==> src/rtl/pb_pkg.sv <==
// Shared types and helpers for the pushbutton conditioner.
package pb_pkg;

    typedef enum logic [1:0] {
        RELEASED,
        PRESS_PEND,
        HELD,
        RELEASE_PEND
    } pb_state_t;

    // Width needed to hold 0..max_val, never narrower than one bit.
    function automatic int cnt_width(input int max_val);
        return (max_val < 1) ? 1 : $clog2(max_val + 1);
    endfunction

endpackage

==> src/rtl/pb_channel.sv <==
// One button: metastability synchroniser, debounce FSM, long-press counter
// and registered one-cycle event pulses.
module pb_channel
    import pb_pkg::*;
#(
    parameter int SYNC_STAGES    = 3,
    parameter int DEBOUNCE_TICKS = 16,
    parameter int LONG_TICKS     = 1000,
    parameter bit ACTIVE_LOW     = 1'b1
) (
    input  logic clk,
    input  logic rst,
    input  logic tick,
    input  logic pb,
    output logic held,
    output logic pressed,
    output logic released,
    output logic long_press
);

    localparam int DW = cnt_width(DEBOUNCE_TICKS);
    localparam int LW = cnt_width(LONG_TICKS);
    localparam logic IDLE_LEVEL = ACTIVE_LOW;
    localparam logic [DW-1:0] D_LAST = DW'(DEBOUNCE_TICKS);
    localparam logic [DW-1:0] D_ONE  = DW'(1);
    localparam logic [LW-1:0] L_MAX  = LW'(LONG_TICKS);
    localparam logic [LW-1:0] L_ONE  = LW'(1);

    logic [SYNC_STAGES-1:0] sync_q;
    logic                   s;
    pb_state_t              state;
    logic [DW-1:0]          dcnt;
    logic [LW-1:0]          lcnt;

    always_ff @(posedge clk or posedge rst) begin
        if (rst) sync_q <= {SYNC_STAGES{IDLE_LEVEL}};
        else     sync_q <= {sync_q[SYNC_STAGES-2:0], pb};
    end

    // Any departure from the idle pin level means "pressed".
    assign s = sync_q[SYNC_STAGES-1] ^ IDLE_LEVEL;

    always_ff @(posedge clk or posedge rst) begin
        if (rst) begin
            state      <= RELEASED;
            dcnt       <= '0;
            lcnt       <= '0;
            held       <= 1'b0;
            pressed    <= 1'b0;
            released   <= 1'b0;
            long_press <= 1'b0;
        end else begin
            // Pulses clear every clock, tick or not, so they stay one clock wide.
            pressed    <= 1'b0;
            released   <= 1'b0;
            long_press <= 1'b0;
            if (tick) begin
                case (state)
                    RELEASED: begin
                        if (s) begin
                            if (DEBOUNCE_TICKS == 1) begin
                                state   <= HELD;
                                held    <= 1'b1;
                                pressed <= 1'b1;
                                lcnt    <= '0;
                                dcnt    <= '0;
                            end else begin
                                state <= PRESS_PEND;
                                dcnt  <= D_ONE;
                            end
                        end
                    end
                    PRESS_PEND: begin
                        if (!s) begin
                            state <= RELEASED;
                            dcnt  <= '0;
                        end else if (dcnt + D_ONE == D_LAST) begin
                            state   <= HELD;
                            held    <= 1'b1;
                            pressed <= 1'b1;
                            lcnt    <= '0;
                            dcnt    <= '0;
                        end else begin
                            dcnt <= dcnt + D_ONE;
                        end
                    end
                    HELD: begin
                        if (!s) begin
                            if (DEBOUNCE_TICKS == 1) begin
                                state    <= RELEASED;
                                held     <= 1'b0;
                                released <= 1'b1;
                                dcnt     <= '0;
                            end else begin
                                state <= RELEASE_PEND;
                                dcnt  <= D_ONE;
                            end
                        end else if (LONG_TICKS != 0 && lcnt != L_MAX) begin
                            lcnt <= lcnt + L_ONE;
                            if (lcnt + L_ONE == L_MAX) long_press <= 1'b1;
                        end
                    end
                    RELEASE_PEND: begin
                        // A bounce back to pressed keeps lcnt, so the long-press timer survives glitches.
                        if (s) begin
                            state <= HELD;
                            dcnt  <= '0;
                        end else if (dcnt + D_ONE == D_LAST) begin
                            state    <= RELEASED;
                            held     <= 1'b0;
                            released <= 1'b1;
                            dcnt     <= '0;
                        end else begin
                            dcnt <= dcnt + D_ONE;
                        end
                    end
                    default: state <= RELEASED;
                endcase
            end
        end
    end

endmodule

==> src/rtl/pb_debounce_multi.sv <==
// N-channel pushbutton conditioner: fans the pins out to independent
// pb_channel instances and gathers their outputs.
module pb_debounce_multi #(
    parameter int N_CH           = 4,
    parameter int SYNC_STAGES    = 3,
    parameter int DEBOUNCE_TICKS = 16,
    parameter int LONG_TICKS     = 1000,
    parameter bit ACTIVE_LOW     = 1'b1
) (
    input  logic            clk,
    input  logic            rst,
    input  logic            tick,
    input  logic [N_CH-1:0] PB,
    output logic [N_CH-1:0] held,
    output logic [N_CH-1:0] pressed,
    output logic [N_CH-1:0] released,
    output logic [N_CH-1:0] long_press
);

    if (SYNC_STAGES < 2) begin : g_bad_sync
        $error("pb_debounce_multi: SYNC_STAGES must be >= 2");
    end
    if (DEBOUNCE_TICKS < 1) begin : g_bad_deb
        $error("pb_debounce_multi: DEBOUNCE_TICKS must be >= 1");
    end
    if (N_CH < 1) begin : g_bad_nch
        $error("pb_debounce_multi: N_CH must be >= 1");
    end

    for (genvar i = 0; i < N_CH; i++) begin : g_ch
        pb_channel #(
            .SYNC_STAGES   (SYNC_STAGES),
            .DEBOUNCE_TICKS(DEBOUNCE_TICKS),
            .LONG_TICKS    (LONG_TICKS),
            .ACTIVE_LOW    (ACTIVE_LOW)
        ) u_ch (
            .clk       (clk),
            .rst       (rst),
            .tick      (tick),
            .pb        (PB[i]),
            .held      (held[i]),
            .pressed   (pressed[i]),
            .released  (released[i]),
            .long_press(long_press[i])
        );
    end

endmodule

==> config.mk <==
export PLATFORM = sky130hd
export DESIGN_NAME = pb_debounce_multi
export DESIGN_NICKNAME = d
export VERILOG_FILES = /design/src/rtl/pb_pkg.sv /design/src/rtl/pb_channel.sv /design/src/rtl/pb_debounce_multi.sv
export SDC_FILE = /design/constraint.sdc
export NUM_CORES = 1
export LEC_CHECK = 0
export ABC_AREA = 0
export BUFFER_PORTS_ARGS = -buffer_cell sky130_fd_sc_hd__buf_2
export CORE_ASPECT_RATIO = 2
export CORE_MARGIN = 2
export CORE_UTILIZATION = 55
export DETAILED_ROUTE_END_ITERATION = 7
export PLACE_DENSITY = 0.72
export SYNTH_ARGS = -nofsm -noshare
export SYNTH_HDL_FRONTEND = slang
export SYNTH_SLANG_ARGS = --single-unit
==> constraint.sdc <==
create_clock -name clk -period 4.6 [get_ports clk]
set_clock_uncertainty 0.1 [all_clocks]
set_input_delay 0.46 -clock clk [delete_from_list [all_inputs] [get_ports clk]]
set_output_delay 0.46 -clock clk [all_outputs]
set_load 0.03 [all_outputs]
-- After elaboration in Yosys (flattened, before gate mapping)
Cells that the tools add are included.
- reductions and logical operators: 28
- eq/ne operators: 64
- add/subtract/negate cells: 8
- multiplexer cells: 140
- operators by type and width (kind ; number):
    $mux 10 ; 16
    $mux 5 ; 20
    $pmux 10 s2 ; 4
    $pmux 5 s4 ; 4
    $mux 1 ; 64
    $mux 2 ; 24
    $reduce_and 6->1 ; 8
    $add 10x1->10 const B ; 4
    $eq 10x10->1 const B ; 4
    $ne 10x10->1 const B ; 4
    $ne 2x1->1 const B ; 20
    $pmux 2 s4 ; 4
    $ne 2x2->1 const B ; 12
    $add 5x1->5 const B ; 4
    $eq 5x5->1 const B ; 4
    $reduce_and 5->1 ; 4
    $eq 2x2->1 const B ; 8
    $reduce_bool 2->1 ; 8
    $ne 3x1->1 const B ; 4
    $ne 3x3->1 const B ; 4
    $reduce_and 3->1 ; 4
    $eq 2x1->1 const B ; 4
    $logic_not 2->1 ; 4
    $pmux 1 s2 ; 4
- register bits after elaboration: 96
- output and inout port bits: 16

-- Longest topological paths before layout
- depth in word-level cells: 7
- mapped depth: 9
- gate-level depth less buffers: 7

-- By module
A second synthesis with hierarchy kept.
- cells, all modules: 538
- area, all modules: 5425.2 µm²
- by module, submodules not included (module ; cells each ; instances ; area each (µm²) ; sequential area each (µm²)):
    pb_channel (g_ch[2].u_ch ...) ; 140 ; 2 ; 1380.1 ; 604.3
    pb_channel (g_ch[0].u_ch ...) ; 129 ; 2 ; 1332.5 ; 604.3

-- Worst setup path before layout
OpenSTA, ideal clock, no wires.
- path type: reg2reg
- from: register g_ch[2].u_ch.state[0]
- to: register g_ch[2].u_ch.lcnt[1]
- clock period less this slack: 2.082 ns
- path slack: 2.518 ns
- arrival: 1.856 ns
- data required time: 4.374 ns
- path buffers: 1
- stages on the path, launching flop included: 8
- path through: dfrtp_1 > inv_1 > ha_1 > or3b_2 > o311ai_1 > buf_2 > nor2_1 > mux2i_1
- cells in the longest elaborated chain, start to end: 3
- ends and longest elaborated chain (item ; line ; text):
    from (decl) ; pb_channel.sv:31 ; pb_state_t state;
    from (signal assigned) ; pb_channel.sv:45 ; state <= RELEASED;
    from (signal assigned) ; pb_channel.sv:62 ; state <= HELD;
    from (signal assigned) ; pb_channel.sv:68 ; state <= PRESS_PEND;
    $eq 2x2->1 or $eq 2x1->1 (tied branches) ; pb_channel.sv:58 ; case (state)
    $ne 2x2->1 (no source line) (tied with other cells) ; - ;
    $reduce_and 6->1 (no source line) ; - ;
    to (signal assigned) ; pb_channel.sv:99 ; lcnt <= lcnt + L_ONE;
    to (decl) ; pb_channel.sv:33 ; logic [LW-1:0] lcnt;
Several ways; a longest one is shown, not always the timed one.
A chain may end at the register's enable or synchronous reset.

-- Worst setup path in the final report
- from: register g_ch[1].u_ch.state[0]
- to: register g_ch[1].u_ch.lcnt[2]
- cells in the longest elaborated chain, start to end: 3
- ends and longest elaborated chain (item ; line):
    from (decl) ; pb_channel.sv:31
    from (signal assigned) ; pb_channel.sv:45
    from (signal assigned) ; pb_channel.sv:62
    from (signal assigned) ; pb_channel.sv:68
    $eq 2x2->1 or $eq 2x1->1 (tied branches) ; pb_channel.sv:58
    $ne 2x2->1 (no source line) (tied with other cells) ; -
    $reduce_and 6->1 (no source line) ; -
    to (signal assigned) ; pb_channel.sv:99
    to (decl) ; pb_channel.sv:33
Several ways; a longest one is shown, not always the timed one.

==> impl_metrics.yaml <==
cells_and_area:
  fin_nets: 641
  final_area_mm2: 0.006026
  nFillCells: 875
  fin_util_pct: 59.75
  layout-drive-gt1-share_pct: 11.13
  multi_input_area_mm2: 0.002890
  seqCellArea_mm2: 0.002417
  diodes: 0
  area_delta_synth_final_pct: 6.079
yosys:
  yosysTopAreaCellShare_pct: 37.00
  syn_nets: 650
  netlist_area_mm2: 0.005680
  async_reset_ff_share_pct: 100.0
  synth_most_common_cell: "dfrtp_1"
  ys_top_cells_by_area: "dfrtp_1 (37%), ha_1 (6.2%), dfstp_2 (5.6%)"
  avgSynthCellArea_um2: 9.237
  postSynthCellCount: 615
  synth_common_cells: "dfrtp_1 (84), nand2_1 (66), o21ai_0 (45), nand3_1 (36), o31ai_1 (35)"
  yosys_warnings: 0
  yosys_most_used_dff: "dfrtp_1"
  post_synth_num_cell_types: 71
  seq_area_frac_synth_pct: 42.56
  synthSimpleGateAreaFrac_pct: 19.65
  synthAdderAreaFrac_pct: 6.167
  synth_edf_count: 0
  synth_top_family_by_area: "compound AO/OA/AOI/OAI gates"
  synthMuxAreaShare_pct: 2.467
  synth_compound_area_share_pct: 20.59
  synth_top_cell_by_area: "dfrtp_1"
  synth_xor_area_share_pct: 2.004
  ys_ff_latch: 96
routing:
  dr_wl_met2_um: 6807
  routedWlPerCell_um: 16.31
  ant_nets: 0
  drtIter0Drc: 293
  drt-pass1-iter-count: 5
  num_vias: 4628
  drc: 0
  top_layer: "met4"
  met3_length_um: 373
  wl_um: 12160
  vias_per_cell: 6.204
  wl_met1_um: 4712
grt:
  track_usage_pct: 23.57
  antenna_found_initial: 0
  grt_pass1_vias: 4474
  grt_max_degree: 64
  grt_pass1_wl_um: 20700
  grt_overflow: 0
setup_path:
  crit_arrival_ps: 2940
  crit_chain: "inv_1 -> ha_1 -> nand2_1 -> o311ai_0 -> buf_4 -> nor2_1 -> o21ai_1 -> o21ai_0"
  cp.required_ps: 4710
  crit_slowest_cell: "o311ai_0"
  cp-endpoint: "g_ch[1].u_ch.lcnt[2]$_DFFE_PP0P_"
  r2r-start: "g_ch[1].u_ch.state[0]$_DFFE_PP0P_"
  crit_fanout: 13
  ff2ff_setup_slack_ps: 1770
  crit_path_end_kind: "register"
  slowest_delay_ps: 760
  start_kind: "register"
  worstRegToRegCells: 8
  critPathKind: "register to register"
  startpoint: "g_ch[1].u_ch.state[0]$_DFFE_PP0P_"
  regToRegEndpoint: "g_ch[1].u_ch.lcnt[2]$_DFFE_PP0P_"
timing:
  fmax_mhz: 353.7
  rsz0062_at_grt: "no"
  slew_headroom_pct: 19.95
  period_share_pct: 61.47
  final-setup-viol-count: 0
  max_slew.worst_pin.slew_ps: 1185
  finalHoldViolCount: 0
  maxSlewViolCount: 0
  fin_ws_ps: 1773
  post-route-min-period_ps: 2827
  setup_tns_ps: 0
placement:
  portBuffers: 22
  gp_congestion: 0.9245
  post_dp_cell_area_mm2: 0.005720
  dp_slack_ps: 1740
  dp_hpwl_um: 8796
clock_tree:
  htree_levels: 3
  root_buffer: "clkbuf_16"
  numCtsBuffers: 9
  cts_tree: "done"
  cts-resized-gates: 0
  clk_latency_ps: 350
  ctsHoldBuffers: 0
  path_clk_slew_ps: 70
  cts.sinks: 96
  post_cts_buffers: 0
  cts_buffer_depth: 2
hold_path:
  hp-start: "PB[2]"
  hp-class: "primary input to register"
floorplanning:
  start_util_pct: 56.33
  core_area_mm2: 0.01008
  die_area_mm2: 0.01121
  die_w_um: 75.86
  rows: 52
  fp.dieH_um: 147.7
  ios: 23
power_and_ir_drop:
  p_comb_share_pct: 30.7
  vdd_drop_max_mv: 0.3500
  p_per_area_mw_per_mm2: 449.5
  leakagePower_uw: 0.002669
  seqPwrFrac_pct: 40.9
  power.share.clock_pct: 28.4
  p_sw_uw: 1018
  p_int_uw: 1691
  p_sw_share_pct: 37.57
status:
  status: "complete, no violations"
flow_run:
  drv_cap: 0
==> layer usage <==
metal  track usage, %  vias up
li1                 -     2207
met1            27.32     2273
met2            40.69      120
met3            4.226       28
met4            10.35        0
met5                0        -
==> placed cells by master, fill, tap and decap left out, drive strengths merged, types with 5 or more instances in the layout <==
| cell type | count |
|---|---|
| xor2 | 5 |
| o21a | 7 |
| nor2 | 34 |
| o31ai | 35 |
| buf | 25 |
| and3 | 10 |
| a21oi | 24 |
| or2 | 5 |
| nor3 | 8 |
| a41oi | 5 |
| inv | 30 |
| o21ai | 46 |
| nor2b | 5 |
| clkbuf | 9 |
| nand3 | 36 |
| mux2i | 8 |
| a31oi | 13 |
| ha | 28 |
| mux2 | 5 |
| and2 | 11 |
| nand4 | 10 |
| dfrtp | 84 |
| dfstp | 12 |
| xnor2 | 8 |
| nand2 | 66 |
| nand2b | 9 |
==> worst max-delay path: cells and delay by family (launching register included) <==
family / cells / cell delay (ps)
AO/OA/AOI/OAI: 3 / 1200
adder cells (fa/ha/maj): 1 / 420
buffers and inverters: 2 / 400
flip-flops: 1 / 410
AND/OR/NAND/NOR: 2 / 170
==> worst min-delay path by stage <==
stage                     depth (start not counted)  slack (ps)                               end
after floorplan                                   0         250  g_ch[0].u_ch.sync_q[1]$_DFF_PP1_
after global placement                            0         250  g_ch[0].u_ch.sync_q[2]$_DFF_PP1_
after detailed placement                          0         250  g_ch[2].u_ch.sync_q[2]$_DFF_PP1_
after CTS                                         1          90  g_ch[2].u_ch.sync_q[0]$_DFF_PP1_
after global routing                              1          90  g_ch[0].u_ch.sync_q[0]$_DFF_PP1_
final                                             1         110  g_ch[2].u_ch.sync_q[0]$_DFF_PP1_
==> per-stage QoR <==
step                      instances  hold slack (ps)  power [uW]
after floorplan                 615            245.2        1755
after global routing            746            94.64        2889
after CTS                       746            94.12        2725
final                           746            107.0        2709
after detailed placement        730            247.2        1946
after global placement          730            245.4        1903
==> power by group through the flow <==
stage / clock [uW] / combinational, uW / sequential [uW]
after detailed placement: 0 / 827 / 1120
after global routing: 821 / 940 / 1130
after global placement: 0 / 791 / 1110
after CTS: 788 / 833 / 1110
final: 768 / 832 / 1110
after floorplan: 0 / 691 / 1060
==> cells by family (layout without fill, tap and decap cells) <==
group / count (synthesis) / count (layout)
compound gates: 171 / 171
xor+xnor: 13 / 13
fa+ha+maj: 28 / 28
buf+inv: 74 / 70
flops: 96 / 96
mux: 13 / 13
simple gates: 220 / 220
==> registers in the layout, summed over array words and instances, names as in the netlist, named ones only <==
| name | cells |
|---|---|
| g_ch.u_ch.released | 4 |
| g_ch.u_ch.pressed | 4 |
| g_ch.u_ch.state | 4 |
| g_ch.u_ch.long_press | 4 |
| g_ch.u_ch.lcnt | 40 |
| g_ch.u_ch.held | 4 |
| g_ch.u_ch.sync_q | 12 |
| g_ch.u_ch.dcnt | 20 |
==> final cells by class <==
type,count,area share [%]
Multi-Input combinational cell,445,47.97
Tap cell,135,2.803
Sequential cell,96,40.12
Clock inverter,7,1.329
Inverter,29,1.848
Clock buffer,9,3.738
Timing Repair Buffer,25,2.201
Power figures use the tool's default switching activity.
